==> src/rtl/step_demo_engine_if.sv <==
// Pin-side signal bundle of the board self-test engine.
// The engine connects through the slave modport; the board top (or a bench)
// drives the mode/hold controls through the master modport.
interface step_demo_engine_if #(
  parameter int LED_W = 8
);
  logic [1:0]       mode_in;
  logic             hold_in;
  logic             clk_out;
  logic             clk_1Hz;
  logic [LED_W-1:0] Water_led;
  logic [2:0]       Color_led_1;
  logic [2:0]       Color_led_2;
  logic [8:0]       Segment_led_1;
  logic [8:0]       Segment_led_2;

  modport master (
    output mode_in, hold_in,
    input  clk_out, clk_1Hz, Water_led, Color_led_1, Color_led_2,
           Segment_led_1, Segment_led_2
  );

  modport slave (
    input  mode_in, hold_in,
    output clk_out, clk_1Hz, Water_led, Color_led_1, Color_led_2,
           Segment_led_1, Segment_led_2
  );
endinterface

==> src/rtl/step_demo_engine.sv <==
// Board self-test engine: a programmable divider produces a slow tick that
// steps a water-LED pattern (four modes), a two-digit BCD counter on two
// 7-segment digits and a pair of complementary RGB colour sequencers.
//
// Optional feature macro: STEP_DEMO_KEY_DEBOUNCE_EN
//   defined   - hold_in is an active-low push key; it is synchronised and
//               debounced, and each debounced press toggles the freeze state.
//               The units decimal point shows the freeze state.
//   undefined - hold_in is an active-high level, only synchronised.
//
// Parameter limits: CLK_FREQ/TICK_HZ >= 2, LED_W >= 2, DEB_CYCLES >= 1.
module step_demo_engine #(
  parameter int CLK_FREQ       = 25_000_000,
  parameter int TICK_HZ        = 1,
  parameter int LED_W          = 8,
  parameter bit LED_ACTIVE_LOW = 1'b1,
  parameter int DEB_CYCLES     = 500_000
) (
  input logic               clk_in,
  input logic               rst_n_in,
  step_demo_engine_if.slave bus
);

  localparam int DIV   = CLK_FREQ / TICK_HZ;
  localparam int CNT_W = (DIV > 2) ? $clog2(DIV) : 1;

  localparam logic [CNT_W-1:0] CNT_LAST = CNT_W'(DIV - 1);
  localparam logic [CNT_W-1:0] CNT_PRE  = CNT_W'(DIV - 2);

  localparam logic [LED_W-1:0] PAT_ONE    = LED_W'(1);
  localparam logic [LED_W-1:0] WATER_INV  = {LED_W{LED_ACTIVE_LOW}};
  localparam logic [2:0]       COLOUR_INV = {3{LED_ACTIVE_LOW}};

  localparam logic [2:0] COLOUR_RST = 3'b001;
  localparam logic [6:0] SEG_ZERO   = 7'h3F;

  typedef enum logic [1:0] {
    MODE_ROL   = 2'b00,
    MODE_ROR   = 2'b01,
    MODE_PING  = 2'b10,
    MODE_COUNT = 2'b11
  } water_mode_e;

  typedef enum logic {
    DIR_LEFT  = 1'b0,
    DIR_RIGHT = 1'b1
  } dir_e;

  // Out-of-range parameters stop elaboration instead of building a broken core.
  if (DIV < 2 || LED_W < 2 || DEB_CYCLES < 1) begin : g_bad_params
    $error("step_demo_engine: illegal parameter set");
  end

  // 7-segment encoding, active-high, bit order GFEDCBA.
  function automatic logic [6:0] seg7(input logic [3:0] digit);
    case (digit)
      4'd0:    seg7 = 7'h3F;
      4'd1:    seg7 = 7'h06;
      4'd2:    seg7 = 7'h5B;
      4'd3:    seg7 = 7'h4F;
      4'd4:    seg7 = 7'h66;
      4'd5:    seg7 = 7'h6D;
      4'd6:    seg7 = 7'h7D;
      4'd7:    seg7 = 7'h07;
      4'd8:    seg7 = 7'h7F;
      4'd9:    seg7 = 7'h6F;
      default: seg7 = 7'h00;
    endcase
  endfunction

  // Colour A walks the seven non-zero codes; 000 is never visited, so the
  // complementary colour B never shows 111.
  function automatic logic [2:0] colour_step(input logic [2:0] c);
    case (c)
      3'b001:  colour_step = 3'b010;
      3'b010:  colour_step = 3'b100;
      3'b100:  colour_step = 3'b011;
      3'b011:  colour_step = 3'b110;
      3'b110:  colour_step = 3'b101;
      3'b101:  colour_step = 3'b111;
      3'b111:  colour_step = 3'b001;
      default: colour_step = COLOUR_RST;
    endcase
  endfunction

  // ---------------------------------------------------------------------------
  // Divider
  // ---------------------------------------------------------------------------
  logic [CNT_W-1:0] div_cnt;
  logic             tick_q;
  logic             clk_1hz_q;

  // Free-running divider; the tick is registered so clk_out is glitch-free at
  // the pin, and it is high exactly while the count sits at DIV-1.
  // NOTE: every clocked block uses non-blocking (<=) assignments so all
  // registers sample the pre-edge values and simulation matches the hardware.
  always_ff @(posedge clk_in or negedge rst_n_in) begin
    if (!rst_n_in) begin
      div_cnt   <= '0;
      tick_q    <= 1'b0;
      clk_1hz_q <= 1'b0;
    end else begin
      if (div_cnt == CNT_LAST) begin
        div_cnt <= '0;
      end else begin
        div_cnt <= div_cnt + 1'b1;
      end
      tick_q <= (div_cnt == CNT_PRE);
      if (tick_q) begin
        clk_1hz_q <= ~clk_1hz_q;
      end
    end
  end

  // ---------------------------------------------------------------------------
  // Hold / freeze path
  // ---------------------------------------------------------------------------
  logic hold_meta;
  logic hold_sync;
  logic frozen;
  logic dp_units;

`ifdef STEP_DEMO_KEY_DEBOUNCE_EN
  localparam int DEB_W = (DEB_CYCLES > 2) ? $clog2(DEB_CYCLES) : 1;
  localparam logic [DEB_W-1:0] DEB_LAST = DEB_W'(DEB_CYCLES - 1);

  logic [DEB_W-1:0] deb_cnt;
  logic             key_level;
  logic             frozen_q;

  // Two-stage synchroniser; it idles high because the raw key is active-low.
  always_ff @(posedge clk_in or negedge rst_n_in) begin
    if (!rst_n_in) begin
      hold_meta <= 1'b1;
      hold_sync <= 1'b1;
    end else begin
      hold_meta <= bus.hold_in;
      hold_sync <= hold_meta;
    end
  end

  // A new key level is accepted only after DEB_CYCLES unchanged clocks;
  // every accepted press (high-to-low) toggles the freeze state.
  always_ff @(posedge clk_in or negedge rst_n_in) begin
    if (!rst_n_in) begin
      deb_cnt   <= '0;
      key_level <= 1'b1;
      frozen_q  <= 1'b0;
    end else if (hold_sync == key_level) begin
      deb_cnt <= '0;
    end else if (deb_cnt == DEB_LAST) begin
      deb_cnt   <= '0;
      key_level <= hold_sync;
      if (!hold_sync) begin
        frozen_q <= ~frozen_q;
      end
    end else begin
      deb_cnt <= deb_cnt + 1'b1;
    end
  end

  assign frozen   = frozen_q;
  assign dp_units = frozen_q;
`else
  // Two-stage synchroniser; the synchronised level is the freeze request.
  always_ff @(posedge clk_in or negedge rst_n_in) begin
    if (!rst_n_in) begin
      hold_meta <= 1'b0;
      hold_sync <= 1'b0;
    end else begin
      hold_meta <= bus.hold_in;
      hold_sync <= hold_meta;
    end
  end

  assign frozen   = hold_sync;
  assign dp_units = 1'b0;
`endif

  // A tick advances the display state only while not frozen; a freeze that
  // is already registered wins over a coincident tick.
  logic advance;
  assign advance = tick_q & ~frozen;

  // ---------------------------------------------------------------------------
  // Water-LED pattern
  // ---------------------------------------------------------------------------
  logic [LED_W-1:0] pattern;
  logic [LED_W-1:0] pattern_nxt;
  dir_e             dir;
  dir_e             dir_nxt;
  logic             is_onehot;

  assign is_onehot = (pattern != '0) && ((pattern & (pattern - 1'b1)) == '0);

  // Next pattern for the selected mode; shift modes restart from a single
  // LSB whenever the counting mode has left a non-one-hot value behind.
  // NOTE: both outputs get a default before the case so no path leaves them
  // unassigned, which would otherwise infer latches.
  always_comb begin
    pattern_nxt = pattern;
    dir_nxt     = dir;
    case (water_mode_e'(bus.mode_in))
      MODE_ROL: begin
        pattern_nxt = is_onehot ? {pattern[LED_W-2:0], pattern[LED_W-1]} : PAT_ONE;
      end
      MODE_ROR: begin
        pattern_nxt = is_onehot ? {pattern[0], pattern[LED_W-1:1]} : PAT_ONE;
      end
      MODE_PING: begin
        if (!is_onehot) begin
          pattern_nxt = PAT_ONE;
          dir_nxt     = DIR_LEFT;
        end else if ((dir == DIR_LEFT && !pattern[LED_W-1]) ||
                     (dir == DIR_RIGHT && pattern[0])) begin
          // Flip direction in the same step the hot bit lands on an end.
          pattern_nxt = pattern << 1;
          dir_nxt     = pattern[LED_W-2] ? DIR_RIGHT : DIR_LEFT;
        end else begin
          pattern_nxt = pattern >> 1;
          dir_nxt     = pattern[1] ? DIR_LEFT : DIR_RIGHT;
        end
      end
      MODE_COUNT: begin
        pattern_nxt = pattern + 1'b1;
      end
      default: begin
        pattern_nxt = PAT_ONE;
      end
    endcase
  end

  // Pattern and ping-pong direction registers.
  always_ff @(posedge clk_in or negedge rst_n_in) begin
    if (!rst_n_in) begin
      pattern <= PAT_ONE;
      dir     <= DIR_LEFT;
    end else if (advance) begin
      pattern <= pattern_nxt;
      dir     <= dir_nxt;
    end
  end

  // ---------------------------------------------------------------------------
  // BCD counter and segment drivers
  // ---------------------------------------------------------------------------
  logic [3:0] units;
  logic [3:0] tens;
  logic [8:0] seg_tens;
  logic [8:0] seg_units;

  // Two-digit decimal count; 99 rolls over to 00.
  always_ff @(posedge clk_in or negedge rst_n_in) begin
    if (!rst_n_in) begin
      units <= 4'd0;
      tens  <= 4'd0;
    end else if (advance) begin
      if (units == 4'd9) begin
        units <= 4'd0;
        tens  <= (tens == 4'd9) ? 4'd0 : tens + 4'd1;
      end else begin
        units <= units + 4'd1;
      end
    end
  end

  // Registered segment outputs (S, P, GFEDCBA), one clock behind the count.
  always_ff @(posedge clk_in or negedge rst_n_in) begin
    if (!rst_n_in) begin
      seg_tens  <= {2'b00, SEG_ZERO};
      seg_units <= {2'b00, SEG_ZERO};
    end else begin
      seg_tens  <= {1'b0, 1'b0, seg7(tens)};
      seg_units <= {1'b0, dp_units, seg7(units)};
    end
  end

  // ---------------------------------------------------------------------------
  // Colour sequencer
  // ---------------------------------------------------------------------------
  logic [2:0] colour_a;

  // Colour A steps once per advance; colour B is derived as its complement.
  always_ff @(posedge clk_in or negedge rst_n_in) begin
    if (!rst_n_in) begin
      colour_a <= COLOUR_RST;
    end else if (advance) begin
      colour_a <= colour_step(colour_a);
    end
  end

  // ---------------------------------------------------------------------------
  // Pin drivers
  // ---------------------------------------------------------------------------
  assign bus.clk_out       = tick_q;
  assign bus.clk_1Hz       = clk_1hz_q;
  assign bus.Water_led     = pattern ^ WATER_INV;
  assign bus.Color_led_1   = colour_a ^ COLOUR_INV;
  assign bus.Color_led_2   = ~colour_a ^ COLOUR_INV;
  assign bus.Segment_led_1 = seg_tens;
  assign bus.Segment_led_2 = seg_units;

endmodule

==> src/flat_wrapper.sv <==
// flat-port wrapper written by rule: the top's interface ports become plain ports
module step_demo_engine_flat 
#(
  parameter int CLK_FREQ       = 25_000_000,
  parameter int TICK_HZ        = 1,
  parameter int LED_W          = 8,
  parameter bit LED_ACTIVE_LOW = 1'b1,
  parameter int DEB_CYCLES     = 500_000
)
  (clk_in, rst_n_in, bus_mode_in, bus_hold_in, bus_clk_out, bus_clk_1Hz, bus_Water_led, bus_Color_led_1, bus_Color_led_2, bus_Segment_led_1, bus_Segment_led_2);
  step_demo_engine_if #(.LED_W(LED_W)) bus_i ();
  input logic clk_in;
  input logic rst_n_in;
  input wire logic [$bits(bus_i.mode_in)-1:0] bus_mode_in;
  input wire logic [$bits(bus_i.hold_in)-1:0] bus_hold_in;
  output wire logic [$bits(bus_i.clk_out)-1:0] bus_clk_out;
  output wire logic [$bits(bus_i.clk_1Hz)-1:0] bus_clk_1Hz;
  output wire logic [$bits(bus_i.Water_led)-1:0] bus_Water_led;
  output wire logic [$bits(bus_i.Color_led_1)-1:0] bus_Color_led_1;
  output wire logic [$bits(bus_i.Color_led_2)-1:0] bus_Color_led_2;
  output wire logic [$bits(bus_i.Segment_led_1)-1:0] bus_Segment_led_1;
  output wire logic [$bits(bus_i.Segment_led_2)-1:0] bus_Segment_led_2;
  assign bus_i.mode_in = bus_mode_in;
  assign bus_i.hold_in = bus_hold_in;
  assign bus_clk_out = bus_i.clk_out;
  assign bus_clk_1Hz = bus_i.clk_1Hz;
  assign bus_Water_led = bus_i.Water_led;
  assign bus_Color_led_1 = bus_i.Color_led_1;
  assign bus_Color_led_2 = bus_i.Color_led_2;
  assign bus_Segment_led_1 = bus_i.Segment_led_1;
  assign bus_Segment_led_2 = bus_i.Segment_led_2;
  step_demo_engine #(.CLK_FREQ(CLK_FREQ), .TICK_HZ(TICK_HZ), .LED_W(LED_W), .LED_ACTIVE_LOW(LED_ACTIVE_LOW), .DEB_CYCLES(DEB_CYCLES)) u_core (.clk_in(clk_in), .rst_n_in(rst_n_in), .bus(bus_i));
endmodule
==> config.mk <==
export PLATFORM = sky130hd
export DESIGN_NAME = step_demo_engine_flat
export DESIGN_NICKNAME = d
export VERILOG_FILES = /design/src/rtl/step_demo_engine_if.sv /design/src/rtl/step_demo_engine.sv /design/src/flat_wrapper.sv
export SDC_FILE = /design/constraint.sdc
export NUM_CORES = 1
export LEC_CHECK = 0
export BUFFER_PORTS_ARGS = -buffer_cell sky130_fd_sc_hd__buf_2
export CORE_MARGIN = 1.5
export CORE_UTILIZATION = 45
export DETAILED_ROUTE_END_ITERATION = 8
export GPL_TIMING_DRIVEN = 0
export SETUP_SLACK_MARGIN = 0.5
export SYNTH_ARGS = -nofsm -noshare
export SYNTH_HDL_FRONTEND = slang
export SYNTH_SLANG_ARGS = --single-unit
==> constraint.sdc <==
create_clock -name clk_in -period 2.7 [get_ports clk_in]
set_input_delay 0.135 -clock clk_in [delete_from_list [all_inputs] [get_ports clk_in]]
set_output_delay 0.135 -clock clk_in [all_outputs]
set_load 0.02 [all_outputs]
Yosys cells after proc, flatten, opt, wreduce, memory -nomap -nowiden
Memories as Yosys holds them, arrays and structs flattened. A register that Yosys moved wholly into a read port is not among the register bits.
Index checks and enable logic that the tools add are counted.
{"block": "totals", "ff_bits": 49, "mem_bits_ro": 224, "inputBits": 5, "memories": 2}
{"block": "classes", "add_sub_neg": 5, "eq_ne": 13, "n_mux": 13, "n_bitwise": 8, "reduce_logical": 12}
{"memory": "(name not given)", "depth": 16, "word_bits": 7, "read_ports": 1, "rd_ports_with_merged_regs": 1, "wr": 0, "line": "step_demo_engine.sv:56", "text": "case (digit)"}
{"memory": "(name not given)", "depth": 16, "word_bits": 7, "read_ports": 1, "rd_ports_with_merged_regs": 1, "wr": 0, "line": "step_demo_engine.sv:56"}
{"cell": "$eq A25 B25 Y1 const B", "n": 2}
{"cell": "$mux W8", "n": 4}
{"cell": "$pmux W8 S4", "n": 1}
{"cell": "$add A25 B1 Y25 const B", "n": 1}
{"cell": "$mux W25", "n": 1}
{"cell": "$pmux W3 S6", "n": 1}
{"cell": "$eq A3 B3 Y1 const B", "n": 3}
{"cell": "$add A4 B1 Y4 const B", "n": 2}
{"cell": "$add A8 B1 Y8 const B", "n": 1}
{"cell": "$and A8 B8 Y8", "n": 1}
{"cell": "$eq A4 B4 Y1 const B", "n": 2}
{"cell": "$logic_not A8 Y1", "n": 1}
{"cell": "$mux W4", "n": 2}
{"cell": "$not A8 Y8", "n": 1}
{"cell": "$reduce_bool A8 Y1", "n": 1}
{"cell": "$sub A8 B1 Y8 const B", "n": 1}
{"cell": "$eq A3 B2 Y1 const B", "n": 2}
{"cell": "$not A3 Y3", "n": 2}
{"cell": "$eq A2 B2 Y1 const B", "n": 2}
{"cell": "$mux W1", "n": 4}
{"cell": "$reduce_and A2 Y1", "n": 2}
{"cell": "$eq A3 B1 Y1 const B", "n": 1}
{"cell": "$logic_and A1 B1 Y1", "n": 3}
{"cell": "$logic_not A1 Y1", "n": 3}
{"cell": "5 further kinds", "n": 7}

Longest topological paths before layout
{"block": "logic_depth", "word_depth": 6, "mapped_depth": 7, "depth_no_buf": 7}

Least setup slack after synthesis
Ideal clock, no wire load.
{"block": "synth_path", "path_type": "register to register", "from": "register u_core.pattern[0]", "to": "register u_core.pattern[0]", "setup_ns": 0.082, "t_arrival_ns": 1.853, "required_time_ns": 2.618, "setup_slack_ns": 0.765, "stages_incl_launch_ff": 7, "period_less_slack_ns": 1.935, "path_cell_list": "dfstp_2 -> buf_6 -> or4_1 -> maj3_2 -> o21ai_4 -> nand3_4 -> o31a_1"}
{"block": "synth_via", "elab_chain_cells": 6}
{"element": "start, declared", "line": "step_demo_engine.sv:188", "text": "logic [LED_W-1:0] pattern;"}
{"element": "start signal, assigned", "line": "step_demo_engine.sv:239", "text": "pattern <= pattern_nxt;"}
{"element": "$sub A8 B1 Y8", "line": "step_demo_engine.sv:194", "text": "assign is_onehot = (pattern != '0) && ((pattern & (pattern - 1'b1)) == '0);"}
{"element": "$and A8 B8 Y8", "line": "step_demo_engine.sv:194"}
{"element": "$logic_not A8 Y1", "line": "step_demo_engine.sv:194"}
{"element": "$logic_and A1 B1 Y1", "line": "step_demo_engine.sv:194"}
{"element": "$mux W8 (on tied branches)", "line": "step_demo_engine.sv:211, step_demo_engine.sv:205, step_demo_engine.sv:208"}
{"element": "$pmux W8 S4 (*)", "line": "step_demo_engine.sv:203", "text": "case (water_mode_e'(bus.mode_in))"}
Every way passes the cells marked *; elsewhere a longest branch is shown, timed or not.
A chain may end at the register's enable or synchronous reset.

Worst setup path in the final report
{"block": "layout_path", "from": "register u_core.pattern[1]", "to": "register u_core.pattern[3]"}
Same word-level chain as after synthesis.

==> results by group <==
Status
  • Run status: finished, final reports clean

Critical path
  • Startpoint Class: register
  • Critical Path AT: around 2300 ps
  • CP Capture Type: register
  • Critical path class: register to register
  • Data required time at the worst endpoint: 2950 ps
  • Worst-path fanout max: 8

Die
  • Initial cell density of the core: 0.463
  • Core area: approximately 7700 µm²
  • Die X: 91.9 µm
  • Io pins: 39
  • Die Ht: 91.9 µm
  • Row count: 32
  • Die area: roughly 8500 µm²

Worst hold path
  • Hold Crit Class: input pin to register

CTS
  • H-tree depth: 3
  • Num CTS Buffers: 9
  • Clk buf depth: 2
  • Reg clk slew, reported paths: 80 ps
  • Sink Count: 63
  • Clock Tree Root: clkbuf_8
  • Clk Latency, worst-skew pair: 350 ps
  • CTS tree: yes
  • Post-CTS setup buffer count: 0

Power
  • Design Power: between 2 and 2.5 mW
  • Max VDD drop: around 0.26 mV
  • Leakage power: between 1.5 and 2 nW
  • Cell Pwr Density: between 400 and 500 nW/µm²

Global route
  • GR Util All Layers: 0.189
  • Initial antenna violation count: 0
  • GRT overflow: 0
  • Largest net degree at the start of global routing: between 60 and 70
  • First-pass GRT wire length: ~13000 µm
  • Vias in the first global route: 2697

Routing
  • DR vias/cell: 5.32
  • Vias: 2854
  • Iter 0 DRT Violations: around 110
  • Avg WL per Cell: ~14 µm
  • DR pass1 iterations: 4
  • Final WL: 7300 µm
  • Routed Antenna Nets: 0
  • Number of remaining DRC errors: 0

Timing
  • Max Transition Viols Final: 0
  • Worst-Margin Slew: 802 ps
  • Final setup viols: 0
  • Tmin final: between 2000 and 2500 ps
  • Max-slew headroom: 0.465
  • Fin crit share: 0.768
  • RSZ-0062 raised after global routing: no
  • Maximum clock frequency: between 400 and 500 MHz
  • Final TNS setup: 0 ps
  • Clk_skew: 7.19 ps
  • Fin. Hold Viols: 0
  • Hold WS: between 200 and 250 ps

Cells and area
  • Post-route non-filler standard cell count: 536
  • Most common cell after layout, fill and taps aside: dfrtp_1
  • Most frequent cells in the layout: dfrtp_1, nor2_1, buf_2
  • Area growth, synth to finish: 16.0%
  • Final nets: 454
  • Fillers: around 750
  • Share of post-route cells with drive strength above 1: 0.182
  • Diode count: 0

Synth
  • Mapped Avg Cell Area: around 9.4 µm²
  • Mapped cell area: ~3600 µm²
  • Number of synthesized flops with an enable pin: 0
  • Sequential share of the synthesized area: 0.448
  • Flops & latches, synth: 63
  • Dominant synthesized flop cell: dfrtp_1
  • Asr flop ratio synth: 1.00
  • Distinct cell type count of the synthesized netlist: 52
  • Synth Warn #: 0
  • Syn Inst Count: 380

Place
  • Routability cong.: about 0.85
  • Cells after DPL: ~520
  • IO Port Bufs: 33
  • DP Wirelength: 5000 µm

Run
  • Max-cap violations: 0
==> area by class of cell <==
class | count | area [µm²] | share of cell area
tap | 102 | 128 | 0.0309
multi-input combinational | 273 | 1780 | 0.432
clock inverter | 6 | 90.1 | 0.0218
sequential | 63 | 1600 | 0.387
clock buffer | 10 | 138 | 0.0334
timing repair buffer | 35 | 188 | 0.0455
buffer | 21 | 106 | 0.0258
inverter | 26 | 97.6 | 0.0237
==> cell usage after synthesis (all sizes together), types with 4 or more instances <==
cell | n | area (µm²)
a21oi | 10 | 50.1
nand2b | 6 | 37.5
and3 | 8 | 50.1
buf | 7 | 53.8
xnor2 | 14 | 123
nor2 | 39 | 146
nand4 | 14 | 87.6
nor2b | 4 | 25.0
xor2 | 13 | 114
o31ai | 6 | 45.0
o22ai | 11 | 68.8
inv | 26 | 97.6
dfrtp | 49 | 1230
nand2 | 25 | 93.8
o21ai | 33 | 176
a21o | 4 | 30.0
dfstp | 14 | 368
a22oi | 5 | 37.5
clkbuf | 14 | 52.6
nand3 | 13 | 77.6
ha | 20 | 250
nor3 | 7 | 35.0
==> logic make-up (layout without fill, tap and decap cells) <==
logic type,count (synthesis),in the layout,share of synthesized area
xor gates and xnor gates,27,27,0.0665
muxes,3,3,0.00914
other,1,4,0.00105
DFF,63,63,0.448
AOI/OAI and AO/OA,88,88,0.160
buffers and inverters,47,98,0.0573
and+or+nand+nor,130,130,0.185
adders and majority gates,21,21,0.0735
==> state kept, by name (all words and copies together) (netlist names), 3 cells and up <==
register                  count
u_core.bus.Segment_led_1      7
u_core.bus.Segment_led_2      7
u_core.colour_a               3
u_core.div_cnt               25
u_core.pattern                8
u_core.tens                   4
u_core.units                  4
==> routing by layer <==
metal / routed length (µm) / share of wire / vias to the layer above / GRT usage
met1: 3480 / 0.48 / 1372 / 0.256
met5: 0 / 0 / - / 0
met2: 3470 / 0.48 / 55 / 0.293
met3: 242 / 0.033 / 11 / 0.0481
met4: 98 / 0.013 / 0 / 0.0679
li1: - / - / 1416 / -
==> critical path, cell delays in order (launching register included) <==
cell,delay [ps]
dfrtp_2,480
or4_1,550
maj3_2,340
o21ai_4,160
nand3_4,160
o31ai_1,280
==> stage by stage <==
step                       util  setup WS [ps]  area, µm²
after global routing      0.537            524       4130
after detailed placement  0.503            572       3860
after floorplan               -            765       3570
after CTS                 0.535            550       4110
after global placement    0.502            589       3860
final                     0.537            625       4130
==> final timing paths <==
check	startpoint	endpoint	slack, ps	depth (start not counted)
max	u_core.pattern[1]	u_core.pattern[3]	630	5
min	bus_mode_in[1]	u_core.dir	250	3
max reg2reg	u_core.pattern[1]	u_core.pattern[3]	630	5
min reg2reg	u_core.hold_meta	u_core.frozen	360	0
max in group asynchronous	rst_n_in	u_core.pattern[1]	1750	2
min in group asynchronous	rst_n_in	u_core.bus.Segment_led_2[6]	400	2
==> report_power, final <==
part	total, mW	internal (mW)	switching (mW)
clock network	0.944	0.550	0.395
registers	0.959	0.954	0.00567
logic	0.153	0.0488	0.104
==> timing repair <==
action	4_1_cts	5_1_grt
hold buffers	2	0
endpoints found under the setup margin	0	13
hold endpoints to repair	50	0
gates resized for setup	0	4
Power figures use the tool's default switching activity.
